[config.mk]
export PLATFORM = sky130hd
export DESIGN_NAME = up_ipif_demux
export DESIGN_NICKNAME = d
export VERILOG_FILES = /design/src/rtl/up_ipif_demux.sv
export SDC_FILE = /design/constraint.sdc
export NUM_CORES = 1
export LEC_CHECK = 0
export BUFFER_PORTS_ARGS = -buffer_cell sky130_fd_sc_hd__buf_4
export CAP_MARGIN = 10
export CORE_ASPECT_RATIO = 0.7
export CORE_UTILIZATION = 45
export DETAILED_ROUTE_END_ITERATION = 10
export HOLD_SLACK_MARGIN = 0.08
export PLACE_DENSITY = 0.87
export SLEW_MARGIN = 10
export SYNTH_ARGS = -nofsm -noshare
export SYNTH_HDL_FRONTEND = slang
export SYNTH_SLANG_ARGS = --single-unit
[constraint.sdc]
create_clock -name aclk -period 2.7 [get_ports aclk]
set_clock_uncertainty 0.05 [all_clocks]
set_input_delay 0.405 -clock aclk [delete_from_list [all_inputs] [get_ports aclk]]
set_output_delay 0.405 -clock aclk [all_outputs]
set_load 0.005 [all_outputs]
[src/rtl/up_ipif_demux.sv]
// up_ipif_demux: routes one up_wr/up_rd request stream to 2^C_SEL_WIDTH register
// slaves, selected by the top C_SEL_WIDTH bits of the word address. It returns the
// selected slave's ack, and its read data for reads. Each channel has a timeout so
// that a missing or hung slave still produces an ack.
//
// Ports:
//   aclk, areset                    clock, synchronous active-high reset
//   up_wr_* / up_rd_*               bridge side: one-cycle req in, one-cycle ack out
//   slv_wr_* / slv_rd_*             slave side: shared addr/be/din, one-hot req,
//                                   per-slave ack and read data
//   wr_timeout / rd_timeout         pulse with the up ack when that ack was a timeout
module up_ipif_demux #(
  parameter int unsigned C_ADDR_WIDTH = 12,
  parameter int unsigned C_DATA_WIDTH = 32,
  parameter int unsigned C_SEL_WIDTH  = 2,
  parameter int unsigned C_TIMEOUT    = 255,
  parameter logic [C_DATA_WIDTH-1:0] C_TIMEOUT_DATA = C_DATA_WIDTH'(32'hDEAD_BEEF),
  localparam int unsigned UAW = C_ADDR_WIDTH - 2,
  localparam int unsigned N   = 1 << C_SEL_WIDTH,
  localparam int unsigned AW  = UAW - C_SEL_WIDTH,
  localparam int unsigned DW  = C_DATA_WIDTH
) (
  input  logic            aclk,
  input  logic            areset,
  input  logic [UAW-1:0]  up_wr_addr,
  input  logic            up_wr_req,
  input  logic [3:0]      up_wr_be,
  input  logic [DW-1:0]   up_wr_din,
  output logic            up_wr_ack,
  input  logic [UAW-1:0]  up_rd_addr,
  input  logic            up_rd_req,
  output logic [DW-1:0]   up_rd_dout,
  output logic            up_rd_ack,
  output logic [AW-1:0]   slv_wr_addr,
  output logic [N-1:0]    slv_wr_req,
  output logic [3:0]      slv_wr_be,
  output logic [DW-1:0]   slv_wr_din,
  input  logic [N-1:0]    slv_wr_ack,
  output logic [AW-1:0]   slv_rd_addr,
  output logic [N-1:0]    slv_rd_req,
  input  logic [N*DW-1:0] slv_rd_dout,
  input  logic [N-1:0]    slv_rd_ack,
  output logic            wr_timeout,
  output logic            rd_timeout
);

  localparam int unsigned CW = 16;

  typedef enum logic {IDLE, BUSY} state_t;

  // write channel registers and next values
  state_t                 wr_state, wr_state_nx;
  logic [CW-1:0]          wr_cnt, wr_cnt_nx;
  logic [C_SEL_WIDTH-1:0] wr_sel, wr_sel_nx;
  logic [AW-1:0]          slv_wr_addr_nx;
  logic [N-1:0]           slv_wr_req_nx;
  logic [3:0]             slv_wr_be_nx;
  logic [DW-1:0]          slv_wr_din_nx;
  logic                   up_wr_ack_nx, wr_timeout_nx;

  // read channel registers and next values
  state_t                 rd_state, rd_state_nx;
  logic [CW-1:0]          rd_cnt, rd_cnt_nx;
  logic [C_SEL_WIDTH-1:0] rd_sel, rd_sel_nx;
  logic [AW-1:0]          slv_rd_addr_nx;
  logic [N-1:0]           slv_rd_req_nx;
  logic [DW-1:0]          up_rd_dout_nx;
  logic                   up_rd_ack_nx, rd_timeout_nx;

  // per-slave view of the flattened read data bus
  logic [DW-1:0] rd_slice [N];
  for (genvar i = 0; i < N; i++) begin : g_slice
    assign rd_slice[i] = slv_rd_dout[i*DW +: DW];
  end

  // write channel next-state/outputs
  always_comb begin
    wr_state_nx    = wr_state;
    wr_cnt_nx      = wr_cnt;
    wr_sel_nx      = wr_sel;
    slv_wr_addr_nx = slv_wr_addr;
    slv_wr_be_nx   = slv_wr_be;
    slv_wr_din_nx  = slv_wr_din;
    slv_wr_req_nx  = '0;
    up_wr_ack_nx   = 1'b0;
    wr_timeout_nx  = 1'b0;
    unique case (wr_state)
      IDLE: begin
        if (up_wr_req) begin
          wr_sel_nx      = up_wr_addr[UAW-1 -: C_SEL_WIDTH];
          slv_wr_addr_nx = up_wr_addr[AW-1:0];
          slv_wr_be_nx   = up_wr_be;
          slv_wr_din_nx  = up_wr_din;
          slv_wr_req_nx  = N'(1) << up_wr_addr[UAW-1 -: C_SEL_WIDTH];
          wr_cnt_nx      = '0;
          wr_state_nx    = BUSY;
        end
      end
      BUSY: begin
        // ack takes priority over a coincident timeout
        if (slv_wr_ack[wr_sel]) begin
          up_wr_ack_nx = 1'b1;
          wr_state_nx  = IDLE;
        end else if (wr_cnt == CW'(C_TIMEOUT)) begin
          up_wr_ack_nx  = 1'b1;
          wr_timeout_nx = 1'b1;
          wr_state_nx   = IDLE;
        end else begin
          wr_cnt_nx = wr_cnt + CW'(1);
        end
      end
      default: wr_state_nx = IDLE;
    endcase
  end

  // read channel next-state/outputs
  always_comb begin
    rd_state_nx    = rd_state;
    rd_cnt_nx      = rd_cnt;
    rd_sel_nx      = rd_sel;
    slv_rd_addr_nx = slv_rd_addr;
    up_rd_dout_nx  = up_rd_dout;
    slv_rd_req_nx  = '0;
    up_rd_ack_nx   = 1'b0;
    rd_timeout_nx  = 1'b0;
    unique case (rd_state)
      IDLE: begin
        if (up_rd_req) begin
          rd_sel_nx      = up_rd_addr[UAW-1 -: C_SEL_WIDTH];
          slv_rd_addr_nx = up_rd_addr[AW-1:0];
          slv_rd_req_nx  = N'(1) << up_rd_addr[UAW-1 -: C_SEL_WIDTH];
          rd_cnt_nx      = '0;
          rd_state_nx    = BUSY;
        end
      end
      BUSY: begin
        if (slv_rd_ack[rd_sel]) begin
          up_rd_ack_nx  = 1'b1;
          up_rd_dout_nx = rd_slice[rd_sel];
          rd_state_nx   = IDLE;
        end else if (rd_cnt == CW'(C_TIMEOUT)) begin
          up_rd_ack_nx  = 1'b1;
          rd_timeout_nx = 1'b1;
          up_rd_dout_nx = C_TIMEOUT_DATA;
          rd_state_nx   = IDLE;
        end else begin
          rd_cnt_nx = rd_cnt + CW'(1);
        end
      end
      default: rd_state_nx = IDLE;
    endcase
  end

  // state and output registers
  always_ff @(posedge aclk) begin
    if (areset) begin
      wr_state    <= IDLE;
      wr_cnt      <= '0;
      wr_sel      <= '0;
      slv_wr_addr <= '0;
      slv_wr_req  <= '0;
      slv_wr_be   <= '0;
      slv_wr_din  <= '0;
      up_wr_ack   <= 1'b0;
      wr_timeout  <= 1'b0;
      rd_state    <= IDLE;
      rd_cnt      <= '0;
      rd_sel      <= '0;
      slv_rd_addr <= '0;
      slv_rd_req  <= '0;
      up_rd_dout  <= '0;
      up_rd_ack   <= 1'b0;
      rd_timeout  <= 1'b0;
    end else begin
      wr_state    <= wr_state_nx;
      wr_cnt      <= wr_cnt_nx;
      wr_sel      <= wr_sel_nx;
      slv_wr_addr <= slv_wr_addr_nx;
      slv_wr_req  <= slv_wr_req_nx;
      slv_wr_be   <= slv_wr_be_nx;
      slv_wr_din  <= slv_wr_din_nx;
      up_wr_ack   <= up_wr_ack_nx;
      wr_timeout  <= wr_timeout_nx;
      rd_state    <= rd_state_nx;
      rd_cnt      <= rd_cnt_nx;
      rd_sel      <= rd_sel_nx;
      slv_rd_addr <= slv_rd_addr_nx;
      slv_rd_req  <= slv_rd_req_nx;
      up_rd_dout  <= up_rd_dout_nx;
      up_rd_ack   <= up_rd_ack_nx;
      rd_timeout  <= rd_timeout_nx;
    end
  end

endmodule

# Word level (Yosys, flattened, before mapping)
# Cells that the tools add are included.
[word_totals]
register_bits = 134
input_bits = 196
output_inout_bits = 96
wordCells = 78
[classes]
addsub = 2
order_cmp = 3
n_eq_ne = 8
n_shift = 2
muxes = 29
bitwise_logic = 5
n_reduce_logical = 12
[ops]
columns = ["operator", "n"]
rows = [
  ["32-bit two-way mux", 4],
  ["16-bit two-way mux", 6],
  ["32-bit binary-select mux with 2-bit select", 1],
  ["16-bit one-hot mux with 2 select lines", 2],
  ["16-bit by 1-bit adder with 16-bit output, second input constant", 2],
  ["16-bit by 8-bit == test with 1-bit output, second input constant", 2],
  ["1-bit two-way mux", 12],
  ["2-bit inequality test, second input constant", 6],
  ["3-bit OR reduction", 4],
  ["1-bit by 2-bit left shift with 4-bit output, first input constant", 2],
  ["2-bit by 3-bit < comparator with 1-bit output, second input constant", 2],
  ["2-bit AND reduction", 3],
  ["3-bit AND reduction", 2],
  ["1-bit binary-select mux with 2-bit select", 2],
  ["1-bit NOT", 4],
  ["1-bit one-hot mux with 2 select lines", 2],
  ["2-bit OR reduction", 2],
  ["3-bit >= comparator, second input constant", 1],
  ["2-bit NOT with 3-bit output", 1],
  ["2-bit nonzero test", 1],
]

# Longest topological paths before layout
# Gate-level depths: netlist (run 1).
[logic_depth]
ltp_word = 5
mapped_depth = 7

# Worst setup path after synthesis (run 1)
# OpenSTA, ideal clock, no wires.
[synth_timing]
path_type = "flip-flop to flip-flop"
start = "reg rd_sel[0]"
end = "reg rd_cnt[11]"
setup_ps = 116
t_arrival_ps = 1777
t_required_ps = 2534
setup_slack_ps = 757
stages_incl_launch_ff = 8
n_path_buf = 3
cell_sequence = "dfxtp_1 > buf_6 > mux4_2 > buf_4 > buf_2 > nor3b_1 > a31oi_1 > a31o_2"
[synth_via]
elab_chain_cells = 4
[synth_lines]
columns = ["element", "line", "rtl"]
rows = [
  ["from (decl)", "64", "logic [C_SEL_WIDTH-1:0] rd_sel, rd_sel_nx;"],
  ["from (signal assigned)", "186", "rd_sel <= rd_sel_nx;"],
  ["1-bit binary-select mux with 2-bit select", "137", "if (slv_rd_ack[rd_sel]) begin"],
  ["1-bit two-way mux (implied by the code)", "137", ""],
  ["2-bit inequality test (no source line)", "-", ""],
  ["3-bit AND reduction (no source line)", "-", ""],
  ["to (signal assigned)", "185", "rd_cnt <= rd_cnt_nx;"],
  ["to (decl)", "63", "logic [CW-1:0] rd_cnt, rd_cnt_nx;"],
]
# Every way passes these cells. The select of a mux whose other input is x is not followed.
# A chain may end at the register's enable or synchronous reset.

# Worst setup path after layout (run 1)
[layout_timing]
start = "reg rd_cnt[0]"
end = "reg up_rd_dout[5]"
[layout_via]
elab_chain_cells = 3
[layout_lines]
columns = ["element", "line", "rtl"]
rows = [
  ["16-bit by 8-bit == test with 1-bit output", "141", "end else if (rd_cnt == CW'(C_TIMEOUT)) begin"],
  ["2-bit nonzero test (no source line)", "-", ""],
  ["2-bit AND reduction (no source line)", "-", ""],
  ["to (signal assigned)", "189", "up_rd_dout <= up_rd_dout_nx;"],
  ["to (decl)", "32", "output logic [DW-1:0] up_rd_dout,"],
]
# Every way passes these cells.

==> results.md, run 1 <==
- Non-Filler Instances: 1175
- 1st-iter DRT viols: 447
- Hold Crit Class: input pin to flop
- Worst path most repeated cell: and4_1
- DR vias/cell: 5.469
- GP Congestion: 0.8734
- Max VDD drop: 0.5549 mV
- # DRC: 0
- Cell variety after synth: 55
- Setup Fix Bufs, Post-CTS: 0
- H-Tree Depth: 4
- Fin util: 68.93%
- Vias: 6426
- RSZ-0062 raised after global routing: no
- Largest family of logic cells by synthesized area: simple AND/OR/NAND/NOR gates
- Relative slew slack: 31.17%
- TNS Setup: 0 ns
- WS Path Type: flop to flop
- Simple-gate share of the synthesized area: 22.77%
- Syn Std Cell Area: 0.006281 mm2
- Post-synthesis sequential area ratio: 42.71%
- CTS tree: built
- Synth Area in Compound Gates: 15.42%
- Initial antenna violation count: 0
- Mean post-synth cell area: 8.935 um2
- Gr usage total: 27.81%
- Synth async-reset ratio: 0%
- Post-synth top flop: dfxtp_1
- Final ANT Viol Nets: 0
- Status: finished, final reports clean
- Clock buffer depth: 2
- Multi-input gate area: 0.003247 mm2
- CTS clk-pin slew, worst paths: 0.06 ns
- Top delay family on crit path: compound AO/OA/AOI/OAI gates
- Measured slew at the worst slew-check pin: 1.032 ns
- Worst path cell trace: ha_1 -> and4_1 -> and4_1 -> o21ai_2 -> a211oi_1
- Tmin final: 2.567 ns
- Post-Synth XOR/XNOR Area: 0%
- Placed Cells incl. Taps: 1143
- Fill cells: 1058
- MaxCap Viol Count: 0
- Post-DP HPWL: 14.97 mm
- Most common cell after layout, fill and taps aside: buf_4
- Num CTS Buffers: 17
- Port buffer count: 291
- CTS sink cnt: 134
- Routed length per instance: 16.88 um
- PostCTS Resize Cnt: 0
- FF+latch area: 0.002684 mm2
- Mapped Cells: 703
- Worst-Skew Late Latency: 0.41 ns
- Crit path max fanout: 24
- Crit path largest cell delay: 0.86 ns
- P per Cell Area: 586.6 mW/mm2
- Cell Rows: 35
- Worst path slowest cell: o21ai_2
- Final Hold Viols: 0
- Ant diodes: 0
- Die height: 100.8 um
- Pin count of the biggest net entering global routing: 52
- Initial core utilization: 46.87%
- Synthesis-to-finish area growth: 47.05%
- Most frequent cells in the layout: buf_4, nand2_1, dfxtp_1
- Period utilization: 95.08%
- CORE AREA: 0.01340 mm2
- Layout cells sized above 1: 39.19%
- # IOs: 292
- Routed WL: 19.84 mm
- Warnings from Yosys: 0
- Final setup fails: 0
- EDFF count, synth: 0
- Die ar.: 0.01444 mm2
- Worst EP arrival: 2.76 ns
- Nets: 1175
- Clk root buf: clkbuf_16
- Remaining Overflow, GRT: 0
- Post-Synth Adder-Cell Area: 0.3984%
- DRT Pass-1 Iters: 5
- Vias in the first global route: 5985
- Max frequency: 389.5 MHz
- WP buf/inv: 0
- First-pass GRT wire length: 30.95 mm
- Fraction of synthesized area in multiplexers: 12.99%
- Pleak: 3.990 nW
- Synth Net Count: 901
- Slew Viols, Final: 0
- Nature of the critical path endpoint: flop
- CP Launch Type: flop
- Yosys reg bits: 134
- Die Span X: 143.2 um
- Hold Buf Count CTS: 0
- Worst Path Required: 2.90 ns
## flip-flops by register name (all words and copies together), names as in the netlist
signal,flops
slv_rd_req,4
wr_timeout,1
up_rd_ack,1
slv_wr_din,32
slv_rd_addr,8
slv_wr_req,4
rd_sel,2
rd_cnt,16
slv_wr_addr,8
rd_state,1
wr_sel,2
wr_cnt,16
up_wr_ack,1
wr_state,1
rd_timeout,1
slv_wr_be,4
up_rd_dout,32
## metrics by stage
stage                     hold slack (ns)  area (um2)  power, W  setup slack [ns]
after floorplan                    0.3914        6281  0.002557            0.7573
after global placement             0.3918        8606  0.002995            0.3300
after detailed placement           0.3950        8606  0.003017            0.2364
after CTS                          0.1282        9236  0.005453            0.2192
after global routing               0.1335        9236  0.005642           0.01016
final                              0.1475        9236  0.005418            0.1328
## cells in the mapped netlist, types with 7 or more instances
cell type | number | area share [%]
a211oi_1 | 24 | 2.9
a21oi_1 | 58 | 4.6
a31o_2 | 8 | 1.1
and3_1 | 10 | 1.0
and4_1 | 13 | 1.8
buf_2 | 10 | 0.80
clkbuf_1 | 35 | 2.1
dfxtp_1 | 134 | 43
inv_1 | 36 | 2.2
mux4_2 | 34 | 12
nand2_1 | 138 | 8.2
nand2b_1 | 15 | 1.5
nand3_1 | 16 | 1.3
nand4_1 | 18 | 1.8
nor2_1 | 46 | 2.7
nor3_1 | 7 | 0.56
nor4_1 | 7 | 0.70
o21ai_0 | 7 | 0.56
o32ai_1 | 8 | 1.1
## where the power goes
group | switching [W] | internal [W]
clock network | 0.000884 | 0.00156
registers | 0.0000654 | 0.00208
logic | 0.000366 | 0.000468
## metal layers
layer  share of wire, %  track usage, %  routed length [um]  vias up
li1                   -               -                   -     3096
met1                 42           35.87                8240     3045
met2                 50           45.78                9870      255
met3                6.7           6.983                1322       30
met4                2.0           9.165                 402        0
met5                  0               0                   0        -
## layout make-up
class                           instances  share of cell area, %
Tap cell                              185                  2.506
Timing Repair Buffer                  307                  24.95
Clock inverter                         14                  2.181
Inverter                               37                  1.504
Sequential cell                       134                  29.06
Multi-Input combinational cell        480                  35.15
Clock buffer                           18                  4.646
## worst paths after layout
kind                                                  start                          end  slack, ns  depth (start not counted)
worst min-delay path                          up_wr_addr[8]     slv_wr_req[2]$_SDFF_PP0_       0.15                          2
worst max-delay path                 rd_cnt[0]$_SDFFE_PP0P_   up_rd_dout[5]$_SDFFE_PP0P_       0.13                          5
worst max register to register       rd_cnt[0]$_SDFFE_PP0P_   up_rd_dout[5]$_SDFFE_PP0P_       0.13                          5
worst min register to register  slv_wr_din[17]$_SDFFE_PP0P_  slv_wr_din[17]$_SDFFE_PP0P_       0.40                          2
## logic make-up after synthesis
family,Yosys count
compound gates,143
fa+ha+maj,2
buf+inv,89
flops,134
mux,39
simple gates,296
No activity file was read; power rests on OpenSTA's default activity.
==> inputs of run 2 (changes only) <==
--- a/config.mk
+++ b/config.mk
@@ -5,13 +5,14 @@
 export SDC_FILE = /design/constraint.sdc
 export NUM_CORES = 1
 export LEC_CHECK = 0
+export ABC_AREA = 1
 export BUFFER_PORTS_ARGS = -buffer_cell sky130_fd_sc_hd__buf_4
 export CAP_MARGIN = 10
 export CORE_ASPECT_RATIO = 0.7
 export CORE_UTILIZATION = 45
 export DETAILED_ROUTE_END_ITERATION = 10
 export HOLD_SLACK_MARGIN = 0.08
-export PLACE_DENSITY = 0.87
+export PLACE_DENSITY = 0.86
 export SLEW_MARGIN = 10
 export SYNTH_ARGS = -nofsm -noshare
 export SYNTH_HDL_FRONTEND = slang
==> run 2 against run 1 <==
Effect of this change:
- global-route usage up 0.25 points
- critical path type unchanged
- synthesized area up 3.9%
- final cell count up 17%
- largest cell class unchanged
- non-clock buffer count down 8
- via count up 11%
- fmax up 15%
- first-iteration DRC count up 3.8%
- highest routed layer unchanged
- flip-flop and latch count unchanged
==> results.md, run 2 <==
- Status: finished, final reports clean (unchanged)
- Worst-Skew Late Latency: 0.42 ns (was 0.41 ns)
- Die height: 102.8 um (was 100.8 um)
- CP Launch Type: flop (unchanged)
- First-pass GRT wire length: 33.56 mm (was 30.95 mm)
- FF+latch area: 0.002684 mm2 (unchanged)
- Mean post-synth cell area: 7.253 um2 (was 8.935 um2)
- Final worst slack: 0.4739 ns (was 0.1328 ns)
- H-Tree Depth: 4 (unchanged)
- Post-DP HPWL: 15.46 mm (was 14.97 mm)
- Most common cell in the netlist: nand2_1 (unchanged)
- Clock buffer depth: 2 (unchanged)
- Synthesis-to-finish area growth: 43.32% (was 47.05%)
- Die Span X: 146.0 um (was 143.2 um)
- Crit path largest cell delay: 0.51 ns (was 0.86 ns)
- CORE AREA: 0.01405 mm2 (was 0.01340 mm2)
- Warnings from Yosys: 0 (unchanged)
- Max frequency: 449.2 MHz (was 389.5 MHz)
- Multi-input gate area: 0.003187 mm2 (was 0.003247 mm2)
- Area contributors post-synth: dfxtp_1, nand2_1, nor2_1 (was dfxtp_1, mux4_2, nand2_1)
- Top delay family on crit path: simple AND/OR/NAND/NOR gates (was compound AO/OA/AOI/OAI gates)
- PostCTS Resize Cnt: 0 (unchanged)
- Initial core utilization: 46.45% (was 46.87%)
- P per Cell Area: 579.3 mW/mm2 (was 586.6 mW/mm2)
- Period utilization: 82.45% (was 95.08%)
- Worst EP arrival: 2.52 ns (was 2.76 ns)
- Cell variety after synth: 35 (was 55)
- 1st-iter DRT viols: 464 (was 447)
- Remaining Overflow, GRT: 0 (unchanged)
- Port buffer count: 291 (unchanged)
- EDFF count, synth: 0 (unchanged)
- Pin count of the biggest net entering global routing: 65 (was 52)
- Vias: 7115 (was 6426)
- MaxCap Viol Count: 0 (unchanged)
- Cell Rows: 36 (was 35)
- Die ar.: 0.01500 mm2 (was 0.01444 mm2)
- Hold Crit Class: input pin to flop (unchanged)
- WHS: 0.1141 ns (was 0.1475 ns)
- Layout cells sized above 1: 31.65% (was 39.19%)
- Post-synth top flop: dfxtp_1 (unchanged)
- Final ANT Viol Nets: 0 (unchanged)
- CTS sink cnt: 134 (unchanged)
- Num CTS Buffers: 17 (unchanged)
- DR vias/cell: 5.175 (was 5.469)
- Placed Cells incl. Taps: 1343 (was 1143)
- Ant diodes: 0 (unchanged)
- TNS Setup: 0 ns (unchanged)
- WS Path Type: flop to flop (unchanged)
- GP Congestion: 1.053 (was 0.8734)
- Most frequent cells in the layout: buf_4, nand2_1, nor2_1 (was buf_4, nand2_1, dfxtp_1)
- Routed WL: 21.38 mm (was 19.84 mm)
- Setup Slack @ Placement: 0.5482 ns (was 0.2364 ns)
- Slew Viols, Final: 0 (unchanged)
- Hold depth: 2 (unchanged)
- WHS Endpoint: slv_wr_req[1]$_SDFF_PP0_ (was slv_wr_req[2]$_SDFF_PP0_)
- Tmin final: 2.226 ns (was 2.567 ns)
- Yosys top cell area share: 41.10% (was 42.71%)
- Max VDD drop: 0.4569 mV (was 0.5549 mV)
- # DRC: 0 (unchanged)
- Worst Path Required: 3.00 ns (was 2.90 ns)
- Worst path slowest cell: nor2_2 (was o21ai_2)
- Syn Std Cell Area: 0.006528 mm2 (was 0.006281 mm2)
- WP buf/inv: 2 (was 0)
- Hold wc startpoint: up_wr_addr[9] (was up_wr_addr[8])
- Synth async-reset ratio: 0% (unchanged)
- Fill cells: 1217 (was 1058)
- Setup Fix Bufs, Post-CTS: 0 (unchanged)
- CTS clk-pin slew, worst paths: 0.06 ns (about the same)
- Nature of the critical path endpoint: flop (unchanged)
- Routed length per instance: 15.55 um (was 16.88 um)
- Pleak: 4.612 nW (was 3.990 nW)
- CTS tree: built (unchanged)
- Top cells by count, synth: nand2_1, nor2_1, dfxtp_1 (was nand2_1, dfxtp_1, a21oi_1)
- Largest area contributor in the netlist: dfxtp_1 (unchanged)
- Yosys reg bits: 134 (unchanged)
- Crit. path cell count: 5 (unchanged)
- Final Hold Viols: 0 (unchanged)
- Most common cell after layout, fill and taps aside: buf_4 (unchanged)
- RSZ-0062 raised after global routing: no (unchanged)
- Worst path cell trace: nor2_1 -> inv_1 -> nor2_2 -> buf_4 -> a22o_1 (was ha_1 -> and4_1 -> and4_1 -> o21ai_2 -> a211oi_1)
- Hold Buf Count CTS: 0 (unchanged)
- Crit path max fanout: 23 (was 24)
- Non-Filler Instances: 1375 (was 1175)
- Nets: 1370 (was 1175)
- Clk root buf: clkbuf_16 (unchanged)
- Relative slew slack: 58.85% (was 31.17%)
- Initial antenna violation count: 0 (unchanged)
- # IOs: 292 (unchanged)
- Mapped Cells: 900 (was 703)
- Worst reg2reg setup slack: 0.47 ns (was 0.13 ns)
- Vias in the first global route: 6533 (was 5985)
- Measured slew at the worst slew-check pin: 0.6173 ns (was 1.032 ns)
- Crit Reg-Reg Endpoint: slv_wr_din[26]$_SDFFE_PP0P_ (was up_rd_dout[5]$_SDFFE_PP0P_)
- Worst R2R Path Depth: 5 (unchanged)
- DRT Pass-1 Iters: 5 (unchanged)
- Largest regs: slv_wr_din x32, up_rd_dout x32 (unchanged)
- Gr usage total: 28.07% (was 27.81%)
- Synth Net Count: 1098 (was 901)
- Worst R2R Start: wr_state$_SDFF_PP0_ (was rd_cnt[0]$_SDFFE_PP0P_)
- Post-synthesis sequential area ratio: 41.10% (was 42.71%)
- Final setup fails: 0 (unchanged)
==> run 2: layer usage <==
layer | part of all wire (%) | vias to the layer above | routed length [um] | GRT usage [%]
met5 | 0 | - | 0 | 0
met3 | 6.5 | 51 | 1394 | 6.327
met1 | 45 | 3285 | 9559 | 36.99
met4 | 2.4 | 0 | 515 | 9.960
met2 | 46 | 268 | 9914 | 45.68
li1 | - | 3511 | - | -
==> run 2: through the flow <==
| stage | total power, W | utilization, % | area [um2] |
|---|---|---|---|
| after CTS | 0.005452 | 66.57 | 9355 |
| after global routing | 0.005648 | 66.57 | 9355 |
| after detailed placement | 0.003116 | 62.35 | 8762 |
| after floorplan | 0.002652 | - | 6528 |
| after global placement | 0.003097 | 62.35 | 8762 |
| final | 0.005419 | 66.57 | 9355 |
==> run 2: cells by family (layout without fill, tap and decap cells) <==
logic type,after synthesis,count (layout),share of synthesized area (%)
adder cells (fa/ha/maj),2,2,0.3833
AO/OA/AOI/OAI,191,191,19.00
XOR/XNOR,6,6,0.8051
AND/OR/NAND/NOR,412,412,28.52
flip-flops,134,134,41.10
buffers and inverters,155,440,10.20
==> run 2: final cells by class <==
type                            count  share of cell area [%]
Clock buffer                       17                   4.547
Clock inverter                     15                   1.792
Inverter                          109                   4.373
Multi-Input combinational cell    611                   34.06
Sequential cell                   134                   28.69
Tap cell                          190                   2.541
Timing Repair Buffer              299                   23.99
==> run 2: worst max path at each step <==
stage,slack [ns],end,from
floorplan,1.16,wr_cnt[12]$_SDFFE_PP0P_,wr_cnt[0]$_SDFFE_PP0P_
CTS,0.50,slv_wr_din[26]$_SDFFE_PP0P_,wr_state$_SDFF_PP0_
global placement,0.65,slv_wr_be[1]$_SDFFE_PP0P_,up_wr_req
detailed placement,0.55,slv_wr_din[1]$_SDFFE_PP0P_,wr_state$_SDFF_PP0_
global route,0.33,slv_wr_din[26]$_SDFFE_PP0P_,wr_state$_SDFF_PP0_
finish,0.47,slv_wr_din[26]$_SDFFE_PP0P_,wr_state$_SDFF_PP0_
==> run 2: power breakdown <==
| part | leakage [nW] | total (W) | switching (W) | internal (W) |
|---|---|---|---|---|
| Combinational | 3.24 | 0.000915 | 0.000456 | 0.000459 |
| Sequential | 1.10 | 0.00217 | 0.0000792 | 0.00209 |
| Clock | 0.279 | 0.00233 | 0.000954 | 0.00138 |
==> inputs of run 3 (changes only) <==
==> constraint.sdc (replaced) <==
create_clock -name aclk -period 2.05 [get_ports aclk]
set_clock_uncertainty 0.05 [all_clocks]
set_input_delay 0.3075 -clock aclk [delete_from_list [all_inputs] [get_ports aclk]]
set_output_delay 0.3075 -clock aclk [all_outputs]
set_load 0.005 [all_outputs]
==> run 3 against run 2 <==
Effect of this change:
- design area rose by 7.9%
- critical endpoint is now slv_rd_req[0]$_SDFF_PP0_
- final cell count up 4.6%
- largest cell class unchanged
- largest power group unchanged
- critical path depth increased by 1
- sequential power up 32%
- combinational power grew 46%
- highest routed layer unchanged
- sequential share of layout area down 2.1 points
- total power up 38%
- count of clock-buffer cells in the layout stayed put
==> results.md, run 3 (same netlist as run 2, synthesis figures left out) <==
- Die height: 102.8 um (unchanged)
- Final ANT Viol Nets: 0 (unchanged)
- DR vias/cell: 5.151 (was 5.175)
- Clk root buf: clkbuf_16 (unchanged)
- Worst reg2reg setup slack: 0.14 ns (was 0.47 ns)
- Post-DP HPWL: 15.06 mm (was 15.46 mm)
- Combinational share of power: 17.8% (was 16.9%)
- FF+latch area: 0.002684 mm2 (unchanged)
- Internal power: 0.005529 W (was 0.003930 W)
- Worst path most repeated cell: inv_2
- Setup Fix Bufs, Post-CTS: 0 (unchanged)
- Initial antenna violation count: 0 (unchanged)
- Clock share of power: 44.0% (was 43.1%)
- GRT Max-Usage Layer: met2 (unchanged)
- Worst path slowest cell: dlygate4sd3_1 (was nor2_2)
- # DRC: 0 (unchanged)
- Final Hold Viols: 0 (unchanged)
- H-Tree Depth: 4 (unchanged)
- Final setup fails: 0 (unchanged)
- Num CTS Buffers: 17 (unchanged)
- Hold Crit Class: input pin to flop (unchanged)
- Hold wc startpoint: areset (was up_wr_addr[9])
- GP Congestion: 0.9554 (was 1.053)
- Vias: 7407 (was 7115)
- Worst-Skew Late Latency: 0.42 ns (about the same)
- Status: finished, final reports clean (unchanged)
- Slew Viols, Final: 0 (unchanged)
- Routed WL: 21.41 mm (was 21.38 mm)
- WS Path Type: flop to flop (unchanged)
- TNS Setup: 0 ns (unchanged)
- Max VDD drop: 0.4925 mV (was 0.4569 mV)
- Clock buffer depth: 2 (unchanged)
- Measured slew at the worst slew-check pin: 0.4912 ns (was 0.6173 ns)
- 1st-iter DRT viols: 534 (was 464)
- Max frequency: 524.5 MHz (was 449.2 MHz)
- Switch share: 26.19% (was 27.49%)
- Routed length per instance: 14.89 um (was 15.55 um)
- CTS tree: built (unchanged)
- Most frequent cells in the layout: buf_4, nand2_1, nor2_1 (unchanged)
- MaxCap Viol Count: 0 (unchanged)
- Crit Reg-Reg Endpoint: slv_rd_req[0]$_SDFF_PP0_ (was slv_wr_din[26]$_SDFFE_PP0P_)
- Most common cell after layout, fill and taps aside: buf_4 (unchanged)
- GR Util met2: 45.01% (was 45.68%)
- Pin count of the biggest net entering global routing: 65 (unchanged)
- Switching power: 0.001962 W (was 0.001490 W)
- M3 GR Usage: 6.593% (was 6.327%)
- WHS: 0.1895 ns (was 0.1141 ns)
- Fill cells: 1088 (was 1217)
- Worst R2R Path Depth: 6 (was 5)
- Cell Rows: 36 (unchanged)
- Crit path largest cell delay: 0.57 ns (was 0.51 ns)
- Nets: 1433 (was 1370)
- RSZ-0062 raised after global routing: no (unchanged)
- Die Span X: 146.0 um (unchanged)
- Remaining Overflow, GRT: 0 (unchanged)
- Hold depth: 2 (unchanged)
- Pleak: 4.926 nW (was 4.612 nW)
- P per Cell Area: 742.2 mW/mm2 (was 579.3 mW/mm2)
- Tmin final: 1.906 ns (was 2.226 ns)
- # IOs: 292 (unchanged)
- Flop pwr share: 38.1% (was 40.1%)
- Worst R2R Start: rd_state$_SDFF_PP0_ (was wr_state$_SDFF_PP0_)
- Largest regs: slv_wr_din x32, up_rd_dout x32 (unchanged)
- Layout cells sized above 1: 30.53% (was 31.65%)
- Multi-input gate area: 0.003187 mm2 (unchanged)
- Nature of the critical path endpoint: flop (unchanged)
- Synthesis-to-finish area growth: 54.63% (was 43.32%)
- Crit path max fanout: 10 (was 23)
- Routing usage on met1: 35.71% (was 36.99%)
- Relative slew slack: 67.22% (was 58.85%)
- Gr usage total: 27.67% (was 28.07%)
- DRT Pass-1 Iters: 5 (unchanged)
- Worst path cell trace: nor2_2 -> inv_2 -> nor2_4 -> inv_2 -> nor3_1 -> dlygate4sd3_1 (was nor2_1 -> inv_1 -> nor2_2 -> buf_4 -> a22o_1)
- Port buffer count: 291 (unchanged)
- First-pass GRT wire length: 33.05 mm (was 33.56 mm)
- Die ar.: 0.01500 mm2 (unchanged)
- Worst EP arrival: 2.21 ns (was 2.52 ns)
- WHS Endpoint: up_rd_ack$_SDFF_PP0_ (was slv_wr_req[1]$_SDFF_PP0_)
- Period utilization: 93.00% (was 82.45%)
- Ant diodes: 0 (unchanged)
- Initial core utilization: 46.45% (unchanged)
- CTS sink cnt: 134 (unchanged)
- CORE AREA: 0.01405 mm2 (unchanged)
- Worst Path Required: 2.35 ns (was 3.00 ns)
- CTS clk-pin slew, worst paths: 0.06 ns (about the same)
- CP Launch Type: flop (unchanged)
- Vias in the first global route: 6624 (was 6533)
run 3: cell count changes in the layout (fill, tap and decap cells not counted):
cell,delta
dlygate4sd3_1,+57
buf_12,+6
bufinv_16,+2
clkinv_2,-1
clkinv_4,-1
clkinvlp_4,-1
inv_6,+1
run 3: worst max path at each step:
stage | from | end | slack [ns] | depth (start not counted)
2_1_floorplan | wr_cnt[0]$_SDFFE_PP0P_ | wr_cnt[12]$_SDFFE_PP0P_ | 0.51 | 9
3_3_place_gp | wr_cnt[0]$_SDFFE_PP0P_ | wr_cnt[9]$_SDFFE_PP0P_ | 0.42 | 8
3_5_place_dp | rd_cnt[0]$_SDFFE_PP0P_ | up_rd_dout[11]$_SDFFE_PP0P_ | 0.36 | 9
4_1_cts | rd_state$_SDFF_PP0_ | slv_rd_req[0]$_SDFF_PP0_ | 0.19 | 6
5_1_grt | rd_state$_SDFF_PP0_ | slv_rd_req[0]$_SDFF_PP0_ | 0.0005 | 6
6_report | rd_state$_SDFF_PP0_ | slv_rd_req[0]$_SDFF_PP0_ | 0.14 | 6
run 3: power by group through the flow:
stage               clock (W)  combinational (W)  sequential, W
floorplan                   0           0.000587        0.00291
global placement            0            0.00121        0.00290
detailed placement          0            0.00123        0.00291
CTS                   0.00334            0.00132        0.00285
global route          0.00347            0.00146        0.00287
finish                0.00330            0.00134        0.00286
run 3: final cells by class:
class / instances / share of cell area [%]
Tap cell: 190 / 2.355
Multi-Input combinational cell: 611 / 31.57
Inverter: 109 / 4.054
Timing Repair Buffer: 362 / 29.08
Clock inverter: 15 / 2.132
Clock buffer: 17 / 4.215
Sequential cell: 134 / 26.59
run 3: per-layer routing:
metal	share of wire, %	vias up	wire length, um
li1	-	3636	-
met1	44	3437	9398
met2	48	280	10180
met3	5.6	54	1195
met4	3.0	0	635
met5	0	-	0
run 3: repair_timing:
action,in CTS,in global routing
hold buffers,57,0
setup endpoints to repair,0,0
gates resized for setup,0,0
endpoints found under the hold margin,58,0
run 3: per-stage QoR:
stage	utilization [%]	power, W	setup WS [ns]	instances	instance area [um2]
floorplan	-	0.003493	0.5114	900	6528
global placement	63.20	0.004111	0.4211	1349	8882
detailed placement	63.20	0.004136	0.3552	1349	8882
CTS	71.82	0.007521	0.1911	1438	10090
global route	71.82	0.007806	0.0005360	1438	10090
finish	71.82	0.007492	0.1435	1438	10090
run 3: critical path, delay by kind of cell, from the launching register on:
kind,cells,cell delay [ns]
buffers and inverters,3,0.78
flip-flops,1,0.42
AND/OR/NAND/NOR,3,0.59
